$ cat src/rtl/nco_scan_pkg.sv
// Shared constants and scan FSM encoding for the NCO scan mixer.
package nco_scan_pkg;

  localparam int unsigned NCO_OUT_W      = 18;
  localparam int unsigned PINC_WIDTH_DEF = 48;

  // Output clamp limits for the saturating mix path.
  localparam int MIX_MAX = 131071;
  localparam int MIX_MIN = -131072;

  typedef enum logic [2:0] {
    StIdle,
    StAddr,
    StLut,
    StAcc,
    StDone
  } scan_state_e;

endpackage

$ cat src/rtl/nco_pinc_regfile.sv
// Per-voice phase increment storage: synchronous write, asynchronous read, flops cleared on reset.
module nco_pinc_regfile #(
  parameter int unsigned NCOMAX     = 3,
  parameter int unsigned SEL_WIDTH  = 2,
  parameter int unsigned PINC_WIDTH = 48
) (
  input  logic                  clk,
  input  logic                  reset_n,
  input  logic                  wr_i,
  input  logic [SEL_WIDTH-1:0]  wr_sel_i,
  input  logic [PINC_WIDTH-1:0] wr_data_i,
  input  logic [SEL_WIDTH-1:0]  rd_sel_i,
  output logic [PINC_WIDTH-1:0] rd_data_o
);

  logic [PINC_WIDTH-1:0] mem_q [NCOMAX+1];

  // Selects beyond the last voice have no backing entry and are dropped.
  always_ff @(posedge clk or negedge reset_n) begin
    if (!reset_n) begin
      for (int i = 0; i <= int'(NCOMAX); i++) begin
        mem_q[i] <= '0;
      end
    end else if (wr_i && (32'(wr_sel_i) <= NCOMAX)) begin
      mem_q[wr_sel_i] <= wr_data_i;
    end
  end

  always_comb begin
    rd_data_o = '0;
    if (32'(rd_sel_i) <= NCOMAX) begin
      rd_data_o = mem_q[rd_sel_i];
    end
  end

endmodule

$ cat src/rtl/nco_scan_mixer.sv
// Scans all voices of a time-multiplexed NCO once per sample period and mixes them for the DAC.
// Optional MIX_SAT_EN: +6 dB mix scaling with saturation to the 18-bit range.
module nco_scan_mixer
  import nco_scan_pkg::*;
#(
  parameter int unsigned NCOMAX     = 3,
  parameter int unsigned SEL_WIDTH  = 2,
  parameter int unsigned PINC_WIDTH = PINC_WIDTH_DEF,
  parameter int unsigned SAMPLE_DIV = 1024
) (
  input  logic                  clk,
  input  logic                  reset_n,
  input  logic                  pinc_wr,
  input  logic [SEL_WIDTH-1:0]  pinc_sel,
  input  logic [PINC_WIDTH-1:0] pinc_data,
  output logic [SEL_WIDTH-1:0]  unit,
  output logic [PINC_WIDTH-1:0] phase_inc,
  output logic                  nco_ena,
  input  logic [NCO_OUT_W-1:0]  nco_out,
  output logic [NCO_OUT_W-1:0]  dac_data,
  output logic                  dac_ena,
  output logic                  overrun
);

  localparam int unsigned DivW = (SAMPLE_DIV > 1) ? $clog2(SAMPLE_DIV) : 1;
  localparam int unsigned AccW = NCO_OUT_W + SEL_WIDTH;

  scan_state_e state_q, state_d;
  logic [DivW-1:0]        div_q, div_d;
  logic [SEL_WIDTH-1:0]   unit_q, unit_d;
  logic [PINC_WIDTH-1:0]  pinc_q, pinc_d;
  logic signed [AccW-1:0] acc_q, acc_d;
  logic [NCO_OUT_W-1:0]   dac_data_q, dac_data_d;
  logic                   dac_ena_q, dac_ena_d;
  logic                   overrun_q, overrun_d;

  logic                   tick;
  logic [SEL_WIDTH-1:0]   rd_sel;
  logic [PINC_WIDTH-1:0]  rf_rdata;
  logic signed [AccW-1:0] nco_sext;
  logic [NCO_OUT_W-1:0]   mix_scaled;

  nco_pinc_regfile #(
    .NCOMAX     (NCOMAX),
    .SEL_WIDTH  (SEL_WIDTH),
    .PINC_WIDTH (PINC_WIDTH)
  ) u_regfile (
    .clk       (clk),
    .reset_n   (reset_n),
    .wr_i      (pinc_wr),
    .wr_sel_i  (pinc_sel),
    .wr_data_i (pinc_data),
    .rd_sel_i  (rd_sel),
    .rd_data_o (rf_rdata)
  );

  assign tick  = (div_q == DivW'(SAMPLE_DIV - 1));
  assign div_d = tick ? '0 : div_q + 1'b1;

  // Voice whose increment is latched on the next ADDR entry.
  assign rd_sel   = (state_q == StIdle) ? '0 : unit_q + 1'b1;
  assign nco_sext = {{SEL_WIDTH{nco_out[NCO_OUT_W-1]}}, nco_out};

`ifdef MIX_SAT_EN
  logic signed [AccW-1:0] mix_shift;
  assign mix_shift = acc_q >>> (SEL_WIDTH - 1);

  always_comb begin
    mix_scaled = mix_shift[NCO_OUT_W-1:0];
    if (mix_shift > $signed(AccW'(MIX_MAX))) begin
      mix_scaled = NCO_OUT_W'(MIX_MAX);
    end else if (mix_shift < $signed(AccW'(MIX_MIN))) begin
      mix_scaled = NCO_OUT_W'(MIX_MIN);
    end
  end
`else
  // Dividing by the voice count keeps the mix within 18 bits without clamping.
  assign mix_scaled = NCO_OUT_W'(acc_q >>> SEL_WIDTH);
`endif

  always_comb begin
    state_d    = state_q;
    unit_d     = unit_q;
    pinc_d     = pinc_q;
    acc_d      = acc_q;
    dac_data_d = dac_data_q;
    dac_ena_d  = 1'b0;
    overrun_d  = overrun_q | (tick && (state_q != StIdle));
    nco_ena    = 1'b0;

    case (state_q)
      StIdle: begin
        if (tick) begin
          state_d = StAddr;
          unit_d  = '0;
          acc_d   = '0;
          pinc_d  = rf_rdata;
        end
      end
      StAddr: state_d = StLut;
      StLut:  state_d = StAcc;
      StAcc: begin
        nco_ena = 1'b1;
        acc_d   = acc_q + nco_sext;
        if (32'(unit_q) == NCOMAX) begin
          state_d = StDone;
        end else begin
          state_d = StAddr;
          unit_d  = unit_q + 1'b1;
          pinc_d  = rf_rdata;
        end
      end
      StDone: begin
        state_d    = StIdle;
        dac_data_d = mix_scaled;
        dac_ena_d  = 1'b1;
      end
      default: state_d = StIdle;
    endcase
  end

  always_ff @(posedge clk or negedge reset_n) begin
    if (!reset_n) begin
      state_q    <= StIdle;
      div_q      <= '0;
      unit_q     <= '0;
      pinc_q     <= '0;
      acc_q      <= '0;
      dac_data_q <= '0;
      dac_ena_q  <= 1'b0;
      overrun_q  <= 1'b0;
    end else begin
      state_q    <= state_d;
      div_q      <= div_d;
      unit_q     <= unit_d;
      pinc_q     <= pinc_d;
      acc_q      <= acc_d;
      dac_data_q <= dac_data_d;
      dac_ena_q  <= dac_ena_d;
      overrun_q  <= overrun_d;
    end
  end

  assign unit      = unit_q;
  assign phase_inc = pinc_q;
  assign dac_data  = dac_data_q;
  assign dac_ena   = dac_ena_q;
  assign overrun   = overrun_q;

endmodule

$ cat config.mk
export PLATFORM = sky130hd
export DESIGN_NAME = nco_scan_mixer
export DESIGN_NICKNAME = d
export VERILOG_FILES = /design/src/rtl/nco_scan_pkg.sv /design/src/rtl/nco_pinc_regfile.sv /design/src/rtl/nco_scan_mixer.sv
export SDC_FILE = /design/constraint.sdc
export NUM_CORES = 1
export LEC_CHECK = 0
export CORE_MARGIN = 1
export CORE_UTILIZATION = 28
export CTS_CLUSTER_SIZE = 12
export DETAILED_ROUTE_END_ITERATION = 8
export HOLD_SLACK_MARGIN = 0.08
export PLACE_DENSITY_LB_ADDON = 0.08
export SETUP_SLACK_MARGIN = 0.02
export SKIP_LAST_GASP = 1
export SLEW_MARGIN = 15
export SYNTH_ARGS = -nofsm -noshare
export SYNTH_HDL_FRONTEND = slang
export SYNTH_SLANG_ARGS = --single-unit
$ cat constraint.sdc
create_clock -name clk -period 3.07 [get_ports clk]
set_input_delay 0.4605 -clock clk [delete_from_list [all_inputs] [get_ports clk]]
set_output_delay 0.4605 -clock clk [all_outputs]
set_load 0.05 [all_outputs]
==> impl_metrics.tcl <==
set metrics [dict create \
    status "finished, violations left" \
    failed_checks "DRC" \
    p_per_area_nw_per_um2 596.9 \
    switchingPower_w 0.002392 \
    antenna_found_initial 4 \
    grt_use_total_pct 15.18 \
    cts_buffers 37 \
    synth_edf_count 0 \
    yosysSeqAreaShare_pct 55.22 \
    setup_viol 0 \
    worstSkewPairLatency_ns 0.55 \
    place_hpwl_um 21040 \
    drt_pre_antenna_iters 6 \
    drv_cap 0 \
    share_comb_of_total_power_pct 11.6 \
    power.internal_w 0.007664 \
    cts_tree "built" \
    core_um2 46850 \
    start_util_pct 28.53 \
    cp.required_ns 2.61 \
    drive_above_1_share_pct 27.01 \
    drc 14 \
    drt_wl_total_um 35020 \
    via_count 9089 \
    fp.dieH_um 220.5 \
    pin_count 142 \
    die_area_um2 48620 \
    fillers 4701 \
    cts_hold_buf 1 \
    die_w_um 220.5 \
    clkSlewWorstSetupHoldPaths_ns 0.05 \
    grt_pass1_wl_um 56500 \
    finalNetCount 1375 \
    cts-resized-gates 0 \
    multi_input_area_um2 5710 \
    synth_cell_types 49 \
    min_path_type "reg2reg" \
    finalClockSkew_ns 0.02171 \
    period_share_pct 90.03 \
    grt_pass1_vias 9595 \
    async_flop_share_pct 100.0 \
    rsz0062_at_grt "no" \
    cts_sinks 295 \
    overflow 0 \
    slew_violations 0 \
    clkPwrFrac_pct 42.8 \
    relSlewSlack_pct 44.43 \
    placed_area_um2 15650 \
    grt_max_degree 69 \
    finalCriticalPeriod_ns 2.764 \
    drtAntennaViolNets 0 \
    viasPerCell 4.746 \
    worst_pin_slew_ns 0.8318 \
    synth_cells 1143 \
    hold_viol 0 \
    syn_area_per_cell_um2 11.70 \
    max_freq_mhz 361.8 \
    layout_commonest_cell "dfrtp_1" \
    drtIter0Drc 300 \
    area_delta_synth_final_pct 26.02 \
    fin_util_pct 35.96 \
    syn_nets 1236 \
    cts_root_buffer "clkbuf_16" \
    arrival_ns 2.30 \
    cellLeakagePower_nw 7.266 \
    holdWs_ns 0.4740 \
    worst_setup_path_end_kind "output port" \
    path_class "reg2out" \
    synth_warnings 0 \
    clock_path_buffers 3 \
    finalSetupTns_ns 0 \
    drt-wirelength-per-cell_um 18.29 \
    ys.flop_type "dfrtp_1" \
    htreeDepth 2 \
    place_congestion 0.7821 \
    netlist_area_um2 13370 \
    io_buffer_count 141 \
    design_area_um2 16850 \
    cp-start-kind "flop" \
    vdd_drop_max_uv 301.5 \
    layout_common_cells "294 x dfrtp_1, 259 x mux2_2, 176 x nand2_1" \
    regArea_um2 7383 \
    rows 79 \
    swShare_pct 23.79 \
    synth-seq-cells 295 \
    p_seq_share_pct 45.6 \
    path_max_fanout 7 \
    post_cts_buffers 0 \
]
final timing paths:
check | start | end | slack (ns) | cells past startpoint
worst max-delay path | state_q[0] | nco_ena | 0.31 | 4
worst min-delay path | div_q[8] | div_q[8] | 0.47 | 1
worst max register to register | state_q[0] | phase_inc[11] | 0.52 | 7
worst min register to register | div_q[8] | div_q[8] | 0.47 | 1
max in group asynchronous | reset_n | u_regfile.mem_q[169] | 1.72 | 3
min in group asynchronous | reset_n | dac_data[8] | 0.50 | 2
layer usage:
metal	part of all wire, %	GRT usage (%)	routed length (µm)
met4	2.2	5.068	783
met1	47	20.25	16340
met5	0.097	0	34
met2	47	24.47	16360
met3	4.3	3.148	1503
cell type report:
| type | count | area share (%) |
|---|---|---|
| Antenna cell | 1 | 0.01485 |
| Clock buffer | 55 | 6.431 |
| Inverter | 5 | 0.1114 |
| Tap cell | 607 | 4.508 |
| Timing Repair Buffer | 168 | 10.59 |
| Clock inverter | 9 | 0.6238 |
| Sequential cell | 295 | 43.82 |
| Multi-Input combinational cell | 775 | 33.90 |
state kept, by name, indices dropped and copies added (netlist names):
register and cells:
div_q 10, state_q 3, u_regfile.mem_q 192, phase_inc 48
acc_q 20, dac_ena 1, overrun 1, unit 2
dac_data 18
cell families after synthesis:
kind of cell             after synthesis  share of synthesized area (%)
XOR/XNOR                              23                          1.507
multiplexers                         261                          21.97
adder cells (fa/ha/maj)               22                          2.115
flip-flops                           295                          55.22
AO/OA/AOI/OAI                        177                          7.366
buffers and inverters                 73                          2.386
AND/OR/NAND/NOR                      292                          9.443
synthesized netlist by cell type, drive strengths merged, types with 5 or more instances:
cell	instances	area share [%]
clkbuf	41	1.2
xnor2	12	0.79
a21oi	16	0.60
nand3	61	2.3
a21o	5	0.28
ha	21	2.0
buf	27	1.1
dfrtp	295	55
nor2	19	0.53
nor3	5	0.19
o21ai	127	4.8
nand4	5	0.23
nand2	177	5.0
mux2	259	22
xor2	11	0.72
power groups by stage:
stage	Clock, W	Sequential [W]	Combinational [W]
after floorplan	0	0.00459	0.000814
after global placement	0	0.00463	0.00117
after detailed placement	0	0.00465	0.00119
after CTS	0.00449	0.00458	0.00119
after global routing	0.00463	0.00465	0.00132
final	0.00431	0.00458	0.00117
metrics by stage:
stage          cells  setup slack, ns  power, W
2_1_floorplan   1143           0.7284  0.005402
3_3_place_gp    1849           0.1135  0.005810
3_5_place_dp    1849           0.1323  0.005839
4_1_cts         1914           0.2524   0.01026
5_1_grt         1914           0.2161   0.01059
6_report        1915           0.3060   0.01006
critical path, stage by stage, from the launching register on:
cell and delay (ns):
dfrtp_1 0.45, nand2_1 0.08, or2_2 0.29, clkinv_1 0.11, clkdlybuf4s50_1 0.83
(Power assumes the default switching activity.)
==> variant (same settings) <==
Add a define of `MIX_SAT_EN`.
--- a/src/rtl/nco_scan_mixer.sv
+++ b/src/rtl/nco_scan_mixer.sv
@@ -2,2 +2,4 @@
 // Optional MIX_SAT_EN: +6 dB mix scaling with saturation to the 18-bit range.
+`define MIX_SAT_EN
+
 module nco_scan_mixer
Check against the original RTL: same outputs for any inputs over 10 cycles, from zero or initial values and one cycle with reset_n low; that may be too few to reach the edited logic, so the function may still have changed.
==> variant against the original RTL <==
  * Sequential share of layout area shrank 0.55 points
  * Total power grew 4.4%
  * Clock skew shrank 7.1 ps
  * Cell count grew 2.3%
  * Setup slack lost 8.6 ps
  * Final area grew 1.3%
  * Combinational power is essentially flat
  * Sequential cell count is the same
  * Synthesized area grew 0.59%
  * Count of clock-buffer cells in the layout is the same
  * Die area grew 0.59%
  * Routed wire length grew 0.70%
  * Critical endpoint unchanged
  * Highest routed layer is now met4
==> variant: results (changes against the original RTL) <==
INFO  metric synth-seq-area-share = 0.549 (-0.00324)
INFO  metric outcome = finished clean
INFO  metric synth_area_leaders = dfrtp_1, mux2_2, nand2_1, o21ai_0, nand3_1
INFO  metric holdPathEnd = div_q[8]
INFO  metric regToRegSetupSlack = 540 ps (+20 ps)
INFO  metric worst_hold_slack = 469 ps (-4.73 ps)
INFO  metric detailedRoute.firstIterationViolations = 392 (+31%)
INFO  metric cpMaxStageDelayCell = clkdlybuf4s50_1
INFO  metric number_of_antenna_violations_at_the_first_check_in_global_routing = 0 (-4)
INFO  metric synth_xor_xnor_area_share = 0.0156 (+0.000563)
INFO  metric vias = 9220 (+1.4%)
INFO  metric cts_made_buffers = 37 (unchanged)
INFO  metric synth-compound-area-share = 0.0822 (+0.00859)
INFO  metric synthCells = 1191 (+4.2%)
INFO  metric fillers = 4614 (-1.9%)
INFO  metric multiplexer_area_fraction_after_synthesis = 0.204 (-0.0160)
INFO  metric yosys.area_share.adder = 0.0210 (-0.000124)
INFO  metric critical_path.startpoint = state_q[1]
INFO  metric grtUsageTotal = 0.149 (-0.00287)
INFO  metric met3_usage = 0.0258 (-0.00572)
INFO  metric grt_util_met2 = 0.239 (-0.00609)
INFO  metric routed.top_layer = met4
INFO  metric via_per_inst = 4.70 (-0.89%)
INFO  metric grt_pass1_vias = 9670 (+0.78%)
INFO  metric p_leak = 7.46 nW (+2.6%)
INFO  metric synth.net_count = 1284 (+3.9%)
INFO  metric critical_path.reg2reg.startpoint = acc_q[0]
INFO  metric place.detailed.instances = 1892 (+2.3%)
INFO  metric route.detailed.wl_per_inst = 18.0 um (-1.6%)
INFO  metric dp_hpwl = 21.4 mm (+1.5%)
INFO  metric worstRegToRegCells = 10 (+3)
INFO  metric drt_pre_antenna_iters = 4 (-2)
INFO  metric wirelength_met1 = 16.9 mm (+3.5%)
INFO  metric antenna_cells = 0 (-1)
INFO  metric post_dp_cell_area = 15700 um^2 (+0.41%)
INFO  metric grt_start_max_net_pins = 76 (+10%)
INFO  metric met2_wirelength = 16.3 mm (-0.10%)
INFO  metric gpl.final_weighted_congestion = 0.749 (-4.2%)
INFO  metric nets = 1418 (+3.1%)
INFO  metric final_layout_size_suffix_gt1_frac = 0.254 (-0.0158)
INFO  metric critPathTopFamily = buffers and inverters
INFO  metric synth_common_cells = dfrtp_1, mux2_2, nand2_1
INFO  metric grt_first_pass_wirelength = 57.2 mm (+1.3%)
INFO  metric r2r-end = acc_q[16]
INFO  metric met3_wirelength = 1.18 mm (-21%)
INFO  metric power.ir.vdd_worst = 0.267 mV (-11%)
INFO  metric use_met1 = 0.203 (+0.000383)
variant: final cells by class:
class / count / area share
Multi-Input combinational cell: 817 / 0.338
Clock inverter: 12 / 0.0125
Inverter: 3 / 0.000660
Tap cell: 607 / 0.0445
Clock buffer: 55 / 0.0660
Timing Repair Buffer: 171 / 0.106
Sequential cell: 295 / 0.433
variant: per-stage QoR:
stage	setup slack, ps	util
2_1_floorplan	637	-
3_3_place_gp	31.1	0.335
3_5_place_dp	40.9	0.335
4_1_cts	253	0.363
5_1_grt	180	0.363
6_report	297	0.363
variant: repair_timing:
| item | 4_1_cts | 5_1_grt |
|---|---|---|
| resized for setup | 0 | 0 |
| endpoints found under the hold margin | 66 | 0 |
| hold buffers | 1 | 0 |
variant: power by group:
part	internal [W]	total (W)	switching, W
registers	0.00437	0.00459	0.000215
clock network	0.00304	0.00475	0.00171
logic	0.000688	0.00117	0.000477
